[config.mk]
export PLATFORM = sky130hd
export DESIGN_NAME = multicycle_controller
export DESIGN_NICKNAME = d
export VERILOG_FILES = /design/src/rtl/riscv_ctrl_pkg.sv /design/src/rtl/branch_cond.sv /design/src/rtl/multicycle_controller.sv
export SDC_FILE = /design/constraint.sdc
export NUM_CORES = 1
export LEC_CHECK = 0
export ABC_CLOCK_PERIOD_IN_PS = 6700
export BUFFER_PORTS_ARGS = -buffer_cell sky130_fd_sc_hd__buf_2
export CORE_MARGIN = 5
export CORE_UTILIZATION = 30
export CTS_BUF_LIST = sky130_fd_sc_hd__clkbuf_4
export DETAILED_ROUTE_END_ITERATION = 10
export PLACE_DENSITY = 0.51
export SLEW_MARGIN = 10
export SYNTH_ARGS = -nofsm -noshare
export SYNTH_HDL_FRONTEND = slang
export SYNTH_SLANG_ARGS = --single-unit
[constraint.sdc]
create_clock -name clk -period 6.7 [get_ports clk]
set_input_delay 0.335 -clock clk [delete_from_list [all_inputs] [get_ports clk]]
set_output_delay 0.335 -clock clk [all_outputs]
set_load 0.02 [all_outputs]
[src/rtl/riscv_ctrl_pkg.sv]
// Shared types and encodings for the multicycle RV32I control FSM.
package riscv_ctrl_pkg;

  typedef enum logic [3:0] {
    StFetch,
    StDecode,
    StMemAdr,
    StMemRead,
    StMemWrite,
    StMemWb,
    StExecR,
    StExecI,
    StAluWb,
    StBranch,
    StJal,
    StJalr,
    StJalrPc,
    StLui,
    StTrap
  } state_e;

  // Opcodes
  localparam logic [6:0] OpLoad   = 7'b0000011;
  localparam logic [6:0] OpStore  = 7'b0100011;
  localparam logic [6:0] OpRType  = 7'b0110011;
  localparam logic [6:0] OpIType  = 7'b0010011;
  localparam logic [6:0] OpBranch = 7'b1100011;
  localparam logic [6:0] OpJal    = 7'b1101111;
  localparam logic [6:0] OpJalr   = 7'b1100111;
  localparam logic [6:0] OpLui    = 7'b0110111;
  localparam logic [6:0] OpAuipc  = 7'b0010111;

  // ALU operand A select
  localparam logic [1:0] SrcAPc    = 2'b00;
  localparam logic [1:0] SrcAOldPc = 2'b01;
  localparam logic [1:0] SrcARd1   = 2'b10;

  // ALU operand B select
  localparam logic [1:0] SrcBRd2  = 2'b00;
  localparam logic [1:0] SrcBImm  = 2'b01;
  localparam logic [1:0] SrcBFour = 2'b10;

  // Immediate format select
  localparam logic [2:0] ImmI = 3'b000;
  localparam logic [2:0] ImmS = 3'b001;
  localparam logic [2:0] ImmB = 3'b010;
  localparam logic [2:0] ImmJ = 3'b011;
  localparam logic [2:0] ImmU = 3'b100;

  // ALU operation class
  localparam logic [1:0] AluAdd   = 2'b00;
  localparam logic [1:0] AluSub   = 2'b01;
  localparam logic [1:0] AluFunct = 2'b10;

  // Result mux select
  localparam logic [1:0] ResAluOut    = 2'b00;
  localparam logic [1:0] ResData      = 2'b01;
  localparam logic [1:0] ResAluResult = 2'b10;
  localparam logic [1:0] ResImm       = 2'b11;

  // Trap causes
  localparam logic [1:0] CauseNone    = 2'b00;
  localparam logic [1:0] CauseIllegal = 2'b01;
  localparam logic [1:0] CauseTimeout = 2'b10;

endpackage

[src/rtl/branch_cond.sv]
// Branch condition evaluation from funct3 and the ALU compare flags.
module branch_cond
  import riscv_ctrl_pkg::*;
#(
  parameter bit UNSIGNED_BR = 1'b1
) (
  input  logic [2:0] funct3_i,
  input  logic       zero_i,
  input  logic       alu_r31_i,
  output logic       take_o,
  output logic       alu_unsigned_o,
  output logic       illegal_o
);

  // Decode funct3 into taken flag, compare signedness and legality.
  always_comb begin
    take_o         = 1'b0;
    alu_unsigned_o = 1'b0;
    illegal_o      = 1'b0;
    case (funct3_i)
      3'b000: take_o = zero_i;
      3'b001: take_o = !zero_i;
      3'b100: take_o = alu_r31_i;
      3'b101: take_o = !alu_r31_i;
      3'b110: begin
        if (UNSIGNED_BR) begin
          take_o         = alu_r31_i;
          alu_unsigned_o = 1'b1;
        end else begin
          illegal_o = 1'b1;
        end
      end
      3'b111: begin
        if (UNSIGNED_BR) begin
          take_o         = !alu_r31_i;
          alu_unsigned_o = 1'b1;
        end else begin
          illegal_o = 1'b1;
        end
      end
      default: illegal_o = 1'b1;
    endcase
  end

endmodule

[src/rtl/multicycle_controller.sv]
// Control FSM for a multicycle RV32I core sharing one memory port for fetch and data.
module multicycle_controller
  import riscv_ctrl_pkg::*;
#(
  parameter int unsigned MEM_TIMEOUT = 16,
  parameter int unsigned CNT_W       = 32,
  parameter bit          UNSIGNED_BR = 1'b1
) (
  input  logic             clk,
  input  logic             reset_n,
  input  logic [6:0]       op,
  input  logic [2:0]       funct3,
  input  logic             Zero,
  input  logic             ALUR31,
  input  logic             mem_ready,
  output logic             mem_req,
  output logic             MemWrite,
  output logic             AdrSrc,
  output logic             IRWrite,
  output logic             PCWrite,
  output logic             RegWrite,
  output logic [1:0]       ALUSrcA,
  output logic [1:0]       ALUSrcB,
  output logic [2:0]       ImmSrc,
  output logic [1:0]       ALUOp,
  output logic             ALUUnsigned,
  output logic [1:0]       ResultSrc,
  output logic             trap,
  output logic [1:0]       trap_cause,
  output logic [CNT_W-1:0] instret
);

  localparam int unsigned WaitW = $clog2(MEM_TIMEOUT + 1);

  state_e             state_q, state_d;
  logic [WaitW-1:0]   wait_q, wait_d;
  logic [1:0]         cause_q, cause_d;
  logic [CNT_W-1:0]   instret_q, instret_d;
  logic               retire;
  logic               wait_expired;
  logic               br_take, br_unsigned, br_illegal;

  branch_cond #(
    .UNSIGNED_BR(UNSIGNED_BR)
  ) u_branch_cond (
    .funct3_i      (funct3),
    .zero_i        (Zero),
    .alu_r31_i     (ALUR31),
    .take_o        (br_take),
    .alu_unsigned_o(br_unsigned),
    .illegal_o     (br_illegal)
  );

  // Counter has already seen MEM_TIMEOUT idle cycles; one more idle cycle traps.
  assign wait_expired = (wait_q == WaitW'(MEM_TIMEOUT));

  // Next-state, wait counter, trap cause and datapath control decode.
  always_comb begin
    state_d     = state_q;
    wait_d      = '0;
    cause_d     = cause_q;
    retire      = 1'b0;
    mem_req     = 1'b0;
    MemWrite    = 1'b0;
    AdrSrc      = 1'b0;
    IRWrite     = 1'b0;
    PCWrite     = 1'b0;
    RegWrite    = 1'b0;
    ALUSrcA     = SrcAPc;
    ALUSrcB     = SrcBRd2;
    ImmSrc      = ImmI;
    ALUOp       = AluAdd;
    ALUUnsigned = 1'b0;
    ResultSrc   = ResAluOut;
    trap        = 1'b0;

    // While reset is asserted every output stays at its idle value.
    if (reset_n) begin
      case (state_q)
        StFetch: begin
          mem_req   = 1'b1;
          ALUSrcB   = SrcBFour;
          ResultSrc = ResAluResult;
          if (mem_ready) begin
            IRWrite = 1'b1;
            PCWrite = 1'b1;
            state_d = StDecode;
          end else if (wait_expired) begin
            state_d = StTrap;
            cause_d = CauseTimeout;
          end else begin
            wait_d = wait_q + WaitW'(1);
          end
        end
        StDecode: begin
          ALUSrcA = SrcAOldPc;
          ALUSrcB = SrcBImm;
          case (op)
            OpLoad, OpStore: state_d = StMemAdr;
            OpRType:         state_d = StExecR;
            OpIType:         state_d = StExecI;
            OpBranch: begin
              ImmSrc  = ImmB;
              state_d = StBranch;
            end
            OpJal: begin
              ImmSrc  = ImmJ;
              state_d = StJal;
            end
            OpJalr:          state_d = StJalr;
            OpLui:           state_d = StLui;
            OpAuipc: begin
              ImmSrc  = ImmU;
              state_d = StAluWb;
            end
            default: begin
              state_d = StTrap;
              cause_d = CauseIllegal;
            end
          endcase
        end
        StMemAdr: begin
          ALUSrcA = SrcARd1;
          ALUSrcB = SrcBImm;
          if (op == OpStore) begin
            ImmSrc  = ImmS;
            state_d = StMemWrite;
          end else begin
            state_d = StMemRead;
          end
        end
        StMemRead: begin
          mem_req = 1'b1;
          AdrSrc  = 1'b1;
          if (mem_ready) begin
            state_d = StMemWb;
          end else if (wait_expired) begin
            state_d = StTrap;
            cause_d = CauseTimeout;
          end else begin
            wait_d = wait_q + WaitW'(1);
          end
        end
        StMemWrite: begin
          mem_req  = 1'b1;
          MemWrite = 1'b1;
          AdrSrc   = 1'b1;
          if (mem_ready) begin
            retire  = 1'b1;
            state_d = StFetch;
          end else if (wait_expired) begin
            state_d = StTrap;
            cause_d = CauseTimeout;
          end else begin
            wait_d = wait_q + WaitW'(1);
          end
        end
        StMemWb: begin
          ResultSrc = ResData;
          RegWrite  = 1'b1;
          retire    = 1'b1;
          state_d   = StFetch;
        end
        StExecR: begin
          ALUSrcA = SrcARd1;
          ALUOp   = AluFunct;
          state_d = StAluWb;
        end
        StExecI: begin
          ALUSrcA = SrcARd1;
          ALUSrcB = SrcBImm;
          ALUOp   = AluFunct;
          state_d = StAluWb;
        end
        StAluWb: begin
          RegWrite = 1'b1;
          retire   = 1'b1;
          state_d  = StFetch;
        end
        StBranch: begin
          ALUSrcA     = SrcARd1;
          ALUOp       = AluSub;
          ALUUnsigned = br_unsigned;
          if (br_illegal) begin
            state_d = StTrap;
            cause_d = CauseIllegal;
          end else begin
            PCWrite = br_take;
            retire  = 1'b1;
            state_d = StFetch;
          end
        end
        StJal: begin
          ALUSrcA = SrcAOldPc;
          ALUSrcB = SrcBFour;
          PCWrite = 1'b1;
          state_d = StAluWb;
        end
        StJalr: begin
          ALUSrcA = SrcARd1;
          ALUSrcB = SrcBImm;
          state_d = StJalrPc;
        end
        StJalrPc: begin
          ALUSrcA = SrcAOldPc;
          ALUSrcB = SrcBFour;
          PCWrite = 1'b1;
          state_d = StAluWb;
        end
        StLui: begin
          ImmSrc    = ImmU;
          ResultSrc = ResImm;
          RegWrite  = 1'b1;
          retire    = 1'b1;
          state_d   = StFetch;
        end
        StTrap: begin
          trap = 1'b1;
        end
        default: begin
          state_d = StTrap;
          cause_d = CauseIllegal;
        end
      endcase
    end
  end

  assign instret_d  = instret_q + CNT_W'(retire);
  assign trap_cause = cause_q;
  assign instret    = instret_q;

  // State, wait counter, sticky cause and retire counter with synchronous reset.
  always_ff @(posedge clk) begin
    if (!reset_n) begin
      state_q   <= StFetch;
      wait_q    <= '0;
      cause_q   <= CauseNone;
      instret_q <= '0;
    end else begin
      state_q   <= state_d;
      wait_q    <= wait_d;
      cause_q   <= cause_d;
      instret_q <= instret_d;
    end
  end

endmodule

==> results of run 1 <==
## cell usage after synthesis, types with 2 or more instances
cell type,count
nor2_1,54
dfxtp_1,43
xor2_1,29
nand2_1,22
nand3_1,20
a21oi_1,14
nand4_1,12
nor3_1,12
o21ai_0,9
xnor2_1,9
and2_1,8
and3_1,7
clkbuf_1,7
inv_1,6
or3_1,5
ha_1,4
nand2b_1,4
a22oi_1,3
a31oi_1,3
buf_2,3
buf_4,3
and4_1,2
buf_1,2
nand3b_1,2
nand4bb_1,2
nor3b_1,2
nor4_1,2
o21a_1,2
o31ai_1,2
## cells by family (layout without fill, tap and decap cells)
kind of cell    after synthesis  in the layout  share of synthesized area [%]
compound gates               45             45                          11.67
xor+xnor                     38             38                          12.94
fa+ha+maj                     4              4                          1.946
buf+inv                      22             82                          3.842
flops                        43             43                          33.46
mux                           2              2                         0.8268
simple gates                166            166                          35.31
## worst min path at each step
stage	from	end	slack [ns]	depth (start not counted)
2_1_floorplan	wait_q[0]$_SDFF_PP0_	wait_q[0]$_SDFF_PP0_	0.43	1
3_3_place_gp	wait_q[0]$_SDFF_PP0_	wait_q[0]$_SDFF_PP0_	0.45	1
3_5_place_dp	wait_q[0]$_SDFF_PP0_	wait_q[0]$_SDFF_PP0_	0.46	1
4_1_cts	reset_n	state_q[0]$_SDFFE_PN0P_	0.31	2
5_1_grt	reset_n	state_q[0]$_SDFFE_PN0P_	0.32	2
6_report	reset_n	state_q[0]$_SDFFE_PN0P_	0.34	2
## worst max-delay path, stage by stage (launching register included)
cell,delay (ns)
dfxtp_1,0.89
mux2_2,0.29
o211ai_1,0.10
a21oi_1,0.17
ha_1,0.21
and4_1,0.27
nor3b_2,0.67
nand3_1,0.18
xnor2_1,0.16
and2_1,0.15
## power by group
part           switching (mW)  internal [mW]
Sequential             0.0597          0.271
Combinational           0.157          0.115
Clock                  0.0884         0.0786
Total                   0.305          0.465
## cell type report
| cell class | count | area [um2] |
|---|---|---|
| inverter | 6 | 22.52 |
| multi-input combinational | 255 | 1613 |
| clock buffer | 5 | 37.54 |
| timing repair buffer | 68 | 342.8 |
| clock inverter | 3 | 43.79 |
| tap | 105 | 131.4 |
| fill | 867 | 5248 |
| sequential | 43 | 860.8 |
## routing by layer
layer / up-vias / global-route usage, %
met4: 0 / 3.330
li1: 1246 / -
met1: 1101 / 16.35
met3: 4 / 2.842
met2: 69 / 21.75
met5: - / 0
## sequential cells by signal, indices dropped and copies added (netlist names)
| register | count |
|---|---|
| trap_cause | 2 |
| state_q | 4 |
| wait_q | 5 |
| instret | 32 |
## per-stage QoR
stage                     total power, mW  std cells  worst slack [ns]  area (um2)  utilization (%)
after detailed placement           0.6087        477             3.510        2970            35.79
after global placement             0.6107        477             3.581        2970            35.79
final                              0.7702        485             3.535        3052            36.77
after floorplan                    0.5438        320             4.112        2572                -
after CTS                          0.7806        485             3.506        3052            36.77
after global routing               0.8284        485             3.197        3052            36.77
==> impl_metrics.yaml, run 1 <==
finish:
  layout_common_cells: "buf_2, nor2_1, dfxtp_1"
  drive_above_1_share_pct: 22.63
  area_growth_pct: 18.63
  antenna_cells: 0
  layout.nets: 398
  final_common_cell: "buf_2"
job:
  cap_violations: 0
min_path:
  hp-class: "in -> reg"
synthesis:
  synth_seq_cells: 43
  ys_warn_count: 0
  yosysSeqAreaShare_pct: 33.46
  synthFlopType: "dfxtp_1"
  synth_area_leader_cell: "dfxtp_1"
  syn_area_per_cell_um2: 8.039
  synth_area_um2: 2572
  synth_async_sr_flop_share_pct: 0
  synthDominantCellAreaShare_pct: 33.46
  synth_area_leaders: "dfxtp_1, xor2_1, nor2_1"
  synthDistinctLibCells: 56
  syn-num-nets: 339
  synth_edf_count: 0
  synth_cells: 320
drt:
  highest_layer: "met4"
  route.detailed.drc: 0
  vias_per_cell: 4.990
  drt-initial-drc-count: 108
  wl_per_cell_um: 13.42
  wirelength_mm: 6.508
  drt_pass1_iterations: 4
  routed-via-count: 2420
  wl_met1_mm: 3.017
  wl_met2_mm: 2.961
  final_antenna_net_count: 0
  met3WireLength_um: 476
clock_tree:
  cts_buffer_depth: 2
  htree_levels: 2
  post_cts_resize_count: 0
  root_buffer: "clkbuf_4"
  clk_latency_ns: 0.35
  cts_sinks: 43
  hold_buffers: 0
  cts_buffers: 5
  cts_tree: "yes"
  path_clk_slew_ns: 0.14
  cts_setup_buffers: 0
timing:
  final_hold_viol_count: 0
  setup_violations: 0
  fin_skew_ns: 0.01492
  rsz0062_at_grt: "no"
  layout_min_cycle_time_ns: 3.165
  relSlewSlack_pct: 44.37
  hold_ws_ns: 0.3358
  timing.fmax_mhz: 316.0
  setup_tns_ns: 0
  tightest_slew_ns: 0.8332
  period_share_pct: 47.23
  drv_slew: 0
setup_path:
  rr_worst_depth: 9
  r2r_setup_slack_ns: 3.54
  crit-reg2reg-launch: "state_q[2]$_SDFFE_PN0P_"
  crit_path_max_fanout: 25
  cp-start-kind: "flop"
  crit_end: "instret[13]$_SDFF_PN0_"
  reg2reg_to: "instret[13]$_SDFF_PN0_"
  crit_start: "state_q[2]$_SDFFE_PN0P_"
  end_kind: "flop"
  cp.arrival_ns: 3.43
  path_class: "reg -> reg"
  required_ns: 6.97
pwr:
  leakage_nw: 1.327
  powerDensity_nw_per_um2: 252.4
  max-vdd-ir-drop_mv: 0.1188
floorplanning:
  start_util_pct: 31.00
  die_area_um2: 10530
  num_rows: 33
  die_y_um: 102.6
  io_pins: 68
  die_x_um: 102.6
  design.core.area_um2: 8299
grt:
  grt_max_degree: 40
  grt_antenna_before_repair: 0
  grt_pass1_wl_mm: 10.92
  grtUsageTotal_pct: 12.79
  globalRoute.totalOverflow: 0
  grt_pass1_vias: 2307
placed_design:
  port_buffers: 67
  gp_congestion: 0.8208
  place_hpwl_mm: 4.792
run_status:
  outcome: "finished clean"
Note: power is estimated with default switching activity, not from simulation.
==> run 2: changes to the inputs <==
--- a/config.mk
+++ b/config.mk
@@ -5,13 +5,13 @@
 export SDC_FILE = /design/constraint.sdc
 export NUM_CORES = 1
 export LEC_CHECK = 0
-export ABC_CLOCK_PERIOD_IN_PS = 6700
+export ABC_CLOCK_PERIOD_IN_PS = 2700
 export BUFFER_PORTS_ARGS = -buffer_cell sky130_fd_sc_hd__buf_2
 export CORE_MARGIN = 5
 export CORE_UTILIZATION = 30
 export CTS_BUF_LIST = sky130_fd_sc_hd__clkbuf_4
 export DETAILED_ROUTE_END_ITERATION = 10
-export PLACE_DENSITY = 0.51
+export PLACE_DENSITY = 0.53
 export SLEW_MARGIN = 10
 export SYNTH_ARGS = -nofsm -noshare
 export SYNTH_HDL_FRONTEND = slang
==> constraint.sdc (replaced) <==
create_clock -name clk -period 2.7 [get_ports clk]
set_input_delay 0.135 -clock clk [delete_from_list [all_inputs] [get_ports clk]]
set_output_delay 0.135 -clock clk [all_outputs]
set_load 0.02 [all_outputs]
==> impl_metrics.yaml, run 2 (same netlist as run 1, synthesis figures left out) <==
setup_path:
  cp_slowest_cell: "nor3_1"
  cp-start-kind: "flop"
  reg2reg_to: "instret[14]$_SDFF_PN0_"
  crit-reg2reg-launch: "state_q[0]$_SDFFE_PN0P_"
  crit_path_max_fanout: 19
  critPathMaxStageDelay_ns: 0.36
  timing.critical_path.max_delay_family: "simple AND/OR/NAND/NOR gates"
  crit_chain: "buf_4 > inv_1 > nand3_1 > nor3_1 > a22oi_1 > nor3_1 > buf_2"
  end_kind: "primary output"
  rr_worst_depth: 11
  crit_buf_inv: 3
  cp.arrival_ns: 2.26
  path_class: "reg -> out"
  r2r_setup_slack_ns: 0.34
  crit_path_frequent_cell: "nor3_1"
  required_ns: 2.57
pwr:
  switching_share_pct: 41.45
  clockPowerShare_pct: 16.6
  p_int_mw: 1.088
  powerDensity_nw_per_um2: 602.6
  leakage_nw: 1.358
  max-vdd-ir-drop_mv: 0.3799
  seqPwrFrac_pct: 38.3
  p_total_mw: 1.858
  combinationalPowerShare_pct: 45.2
  p_sw_mw: 0.7701
placed_design:
  post-place-cells: 485
  place_hpwl_mm: 5.006
  port_buffers: 67
  gp_congestion: 0.8247
  place_ws_ns: 0.3326
clock_tree:
  root_buffer: "clkbuf_4"
  hold_buffers: 0
  htree_levels: 2
  clk_latency_ns: 0.35
  path_clk_slew_ns: 0.13
  cts_sinks: 43
  cts_setup_buffers: 0
  cts_tree: "yes"
  cts_buffer_depth: 2
  cts_buffers: 5
  post_cts_resize_count: 0
drt:
  final_antenna_net_count: 0
  wl_per_cell_um: 13.37
  drt-initial-drc-count: 67
  route.detailed.drc: 0
  routed-via-count: 2473
  vias_per_cell: 5.016
  drt_pass1_iterations: 4
  wirelength_mm: 6.592
finish:
  num-fill-cells: 897
  drive_above_1_share_pct: 24.23
  final_common_cell: "buf_2"
  area_growth_pct: 19.84
  instances_no_fill: 493
  antenna_cells: 0
  layout_common_cells: "buf_2, nor2_1, dfxtp_1"
  layout.nets: 406
  largest_register_ffs: 32
timing:
  finalWorstSetupSlack_ns: 0.3041
  rsz0062_at_grt: "no"
  timing.fmax_mhz: 417.4
  tightest_slew_ns: 0.4969
  fin_skew_ns: 0.008259
  setup_tns_ns: 0
  hold_ws_ns: 0.2205
  final_hold_viol_count: 0
  layout_min_cycle_time_ns: 2.396
  period_share_pct: 88.74
  setup_violations: 0
  drv_slew: 0
  relSlewSlack_pct: 66.75
min_path:
  hold_end: "instret[14]$_SDFF_PN0_"
  hp-class: "in -> reg"
  min_from: "reset_n"
  whs_path_depth: 3
grt:
  grt_pass1_vias: 2288
  grt_pass1_wl_mm: 10.98
  grt_antenna_before_repair: 0
  globalRoute.totalOverflow: 0
  grt_max_degree: 40
  grtUsageTotal_pct: 12.73
run_status:
  outcome: "finished clean"
floorplanning:
  num_rows: 33
  die_area_um2: 10530
  die_y_um: 102.6
  design.core.area_um2: 8299
  start_util_pct: 31.00
  io_pins: 68
  die_x_um: 102.6
job:
  cap_violations: 0
[run 2: changes by cell type in the layout (fill, tap and decap cells not counted)]
cell       previous run  this run
buf_4                 1         9
bufinv_16             1         0
clkinv_2              1         3
clkinv_4              1         0
[run 2: worst max path at each step]
stage                     depth (start not counted)                      to               startpoint  slack (ns)
after floorplan                                  13  instret[14]$_SDFF_PN0_  state_q[0]$_SDFFE_PN0P_        0.11
after global placement                           11  instret[14]$_SDFF_PN0_  state_q[0]$_SDFFE_PN0P_        0.42
after detailed placement                         11  instret[14]$_SDFF_PN0_  state_q[0]$_SDFFE_PN0P_        0.33
after CTS                                         7               ImmSrc[0]  state_q[3]$_SDFFE_PN0P_        0.30
after global routing                             11  instret[14]$_SDFF_PN0_  state_q[2]$_SDFFE_PN0P_         0.1
final                                             7               ImmSrc[0]  state_q[3]$_SDFFE_PN0P_        0.30
[run 2: power by group through the flow]
stage / Sequential (mW) / Clock, mW / Combinational (mW)
6_report: 0.711 / 0.308 / 0.839
5_1_grt: 0.719 / 0.356 / 0.931
4_1_cts: 0.710 / 0.327 / 0.844
3_5_place_dp: 0.724 / 0 / 0.839
3_3_place_gp: 0.722 / 0 / 0.840
2_1_floorplan: 0.724 / 0 / 0.626
[run 2: layout make-up]
cell class / count / area [um2] / area share [%]
clock inverter: 3 / 15.01 / 0.4870
timing repair buffer: 76 / 402.9 / 13.07
inverter: 6 / 22.52 / 0.7305
multi-input combinational: 255 / 1613 / 52.31
clock buffer: 5 / 37.54 / 1.218
tap: 105 / 131.4 / 4.261
sequential: 43 / 860.8 / 27.92
[run 2: metal layers]
metal / global-route usage [%] / vias to the layer above / part of all wire [%]
met3: 2.706 / 4 / 6.2
met1: 17.51 / 1137 / 48
met5: 0 / - / 0
li1: - / 1260 / -
met4: 2.422 / 0 / 0.68
met2: 20.71 / 72 / 45
[run 2: stage by stage]
| stage | utilization, % | area (um2) |
|---|---|---|
| after floorplan | - | 2572 |
| after global placement | 36.51 | 3030 |
| after detailed placement | 36.51 | 3030 |
| after CTS | 37.15 | 3083 |
| after global routing | 37.15 | 3083 |
| final | 37.15 | 3083 |
[run 2: worst min-delay path, cell delays in order]
cell and delay [ns]:
buf_2 0.09, buf_4 0.18, and2_1 0.13
==> run 3: changes to the inputs <==
--- a/config.mk
+++ b/config.mk
@@ -15,4 +15,5 @@
 export SLEW_MARGIN = 10
 export SYNTH_ARGS = -nofsm -noshare
 export SYNTH_HDL_FRONTEND = slang
+export SYNTH_HIERARCHICAL = 1
 export SYNTH_SLANG_ARGS = --single-unit
==> impl_metrics.yaml, run 3 <==
setup_path:
  end_kind: "flop"
  crit_buf_inv: 1
  crit-reg2reg-launch: "state_q[0]$_SDFFE_PN0P_"
  timing.critical_path.max_delay_family: "simple AND/OR/NAND/NOR gates"
  cp-start-kind: "flop"
  cp.arrival_ns: 2.70
  reg2reg_to: "instret[30]$_SDFF_PN0_"
  required_ns: 2.98
  crit_path_max_fanout: 7
  cp_slowest_cell: "nor2_1"
  crit_chain: "inv_1 > nor2_1 > o21ai_0 > a21oi_1 > ha_1 > ha_1 > nand2_1 > nor2_1 > nand4_1 > xnor2_1 > and2_1"
  r2r_setup_slack_ns: 0.28
  critPathMaxStageDelay_ns: 0.43
  path_class: "reg -> reg"
  rr_worst_depth: 11
grt:
  grtUsageTotal_pct: 12.55
  globalRoute.totalOverflow: 0
  grt_max_degree: 50
  grt_pass1_wl_mm: 11.67
  grt_pass1_vias: 2403
  grt_antenna_before_repair: 0
synthesis:
  synth_cells: 334
  synth_edf_count: 0
  synth_seq_cells: 43
  synth_area_leaders: "dfxtp_1, and2_1, xnor2_1"
  synthDistinctLibCells: 55
  synth_area_leader_cell: "dfxtp_1"
  yosysSeqAreaShare_pct: 31.84
  synthDominantCellAreaShare_pct: 31.84
  synth_common_cells: "dfxtp_1, and2_1, nand2_1, nor2_1, xnor2_1"
  synth_area_um2: 2704
  ys_warn_count: 6
  synth_async_sr_flop_share_pct: 0
  synthFlopType: "dfxtp_1"
  syn_area_per_cell_um2: 8.095
  syn-num-nets: 353
  synth_most_common_cell: "dfxtp_1"
min_path:
  hp-class: "in -> reg"
  whs_path_depth: 4
  min_from: "op[3]"
  hold_end: "state_q[1]$_SDFFE_PN0P_"
timing:
  rsz0062_at_grt: "no"
  drv_slew: 0
  relSlewSlack_pct: 57.54
  layout_min_cycle_time_ns: 2.420
  timing.fmax_mhz: 413.2
  finalWorstSetupSlack_ns: 0.2801
  setup_violations: 0
  final_hold_viol_count: 0
  setup_tns_ns: 0
  period_share_pct: 89.62
  fin_skew_ns: 0.01461
  tightest_slew_ns: 0.6321
pwr:
  switching_share_pct: 41.48
  p_sw_mw: 0.8261
  powerDensity_nw_per_um2: 622.0
  leakage_nw: 1.407
  seqPwrFrac_pct: 35.8
  p_int_mw: 1.166
  combinationalPowerShare_pct: 47.9
  clockPowerShare_pct: 16.4
  max-vdd-ir-drop_mv: 0.3900
  p_total_mw: 1.992
placed_design:
  port_buffers: 67
  place_ws_ns: 0.2990
  place_hpwl_mm: 5.122
  gp_congestion: 0.7906
clock_tree:
  htree_levels: 2
  path_clk_slew_ns: 0.13
  cts_sinks: 43
  cts_setup_buffers: 0
  clk_latency_ns: 0.36
  hold_buffers: 0
  cts_buffers: 5
  cts_buffer_depth: 2
  root_buffer: "clkbuf_4"
  post_cts_resize_count: 0
  cts_tree: "yes"
drt:
  highest_layer: "met4"
  final_antenna_net_count: 0
  wl_per_cell_um: 13.63
  vias_per_cell: 4.988
  route.detailed.drc: 0
  routed-via-count: 2519
  wl_met1_mm: 3.234
  wirelength_mm: 6.882
  met3WireLength_um: 414
  wl_met2_mm: 3.148
  drt-initial-drc-count: 98
  drt_pass1_iterations: 4
finish:
  antenna_cells: 0
  drive_above_1_share_pct: 23.43
  num-fill-cells: 967
  layout_common_cells: "buf_2, dfxtp_1, and2_1"
  layout.nets: 415
  largest_register_ffs: 32
  area_growth_pct: 18.42
  final_common_cell: "buf_2"
floorplanning:
  die_area_um2: 11010
  io_pins: 68
  design.core.area_um2: 8763
  die_y_um: 104.9
  num_rows: 34
  die_x_um: 104.9
  start_util_pct: 30.85
job:
  cap_violations: 0
run_status:
  outcome: "finished clean"
run 3: worst max path at each step:
stage / from / end / slack (ns) / cells after the start
after floorplan: state_q[3]$_SDFFE_PN0P_ / instret[26]$_SDFF_PN0_ / 0.1 / 12
after global placement: state_q[0]$_SDFFE_PN0P_ / instret[30]$_SDFF_PN0_ / 0.36 / 11
after detailed placement: state_q[0]$_SDFFE_PN0P_ / instret[30]$_SDFF_PN0_ / 0.30 / 11
after CTS: state_q[0]$_SDFFE_PN0P_ / instret[28]$_SDFF_PN0_ / 0.29 / 11
after global routing: state_q[0]$_SDFFE_PN0P_ / instret[28]$_SDFF_PN0_ / 0.04 / 11
final: state_q[0]$_SDFFE_PN0P_ / instret[30]$_SDFF_PN0_ / 0.28 / 11
run 3: final cells by class:
| class | count | area [um2] | share of cell area, % |
|---|---|---|---|
| clock buffer | 6 | 45.04 | 1.407 |
| clock inverter | 2 | 12.51 | 0.3908 |
| inverter | 9 | 33.78 | 1.055 |
| multi-input combinational | 264 | 1734 | 54.16 |
| sequential | 43 | 860.8 | 26.89 |
| tap | 108 | 135.1 | 4.220 |
| timing repair buffer | 73 | 380.4 | 11.88 |
run 3: worst register-to-register path: stages, from the launching register on:
cell     delay (ns)
dfxtp_1        0.40
inv_1          0.09
nor2_1         0.10
o21ai_0        0.07
a21oi_1        0.17
ha_1           0.24
ha_1           0.26
nand2_1        0.10
nor2_1         0.43
nand4_1        0.18
xnor2_1        0.16
and2_1         0.14
run 3: layer usage:
metal	vias to the layer above	global-route usage, %
li1	1281	-
met1	1166	16.86
met2	64	19.65
met3	8	3.391
met4	0	3.836
met5	-	0
run 3: per-stage QoR:
stage	cells	hold slack (ns)	instance area (um2)	util (%)
4_1_cts	505	0.2033	3202	36.54
5_1_grt	505	0.2321	3202	36.54
6_report	505	0.2260	3202	36.54
3_5_place_dp	497	0.4598	3144	35.88
2_1_floorplan	334	0.3852	2704	-
3_3_place_gp	497	0.4443	3144	35.88
run 3: power groups by stage:
stage	clock [mW]	combinational, mW	sequential, mW
after floorplan	0	0.712	0.729
after global placement	0	0.958	0.725
after detailed placement	0	0.953	0.726
after CTS	0.352	0.957	0.713
after global routing	0.377	1.05	0.721
final	0.326	0.953	0.712
run 3: kinds of logic (layout without fill, tap and decap cells):
group	count (synthesis)	count (layout)	synth area share, %
compound gates	52	52	13.65
xor+xnor	34	34	11.01
fa+ha+maj	4	4	1.851
buf+inv	27	90	4.026
flops	43	43	31.84
mux	3	3	1.157
simple gates	171	171	36.46
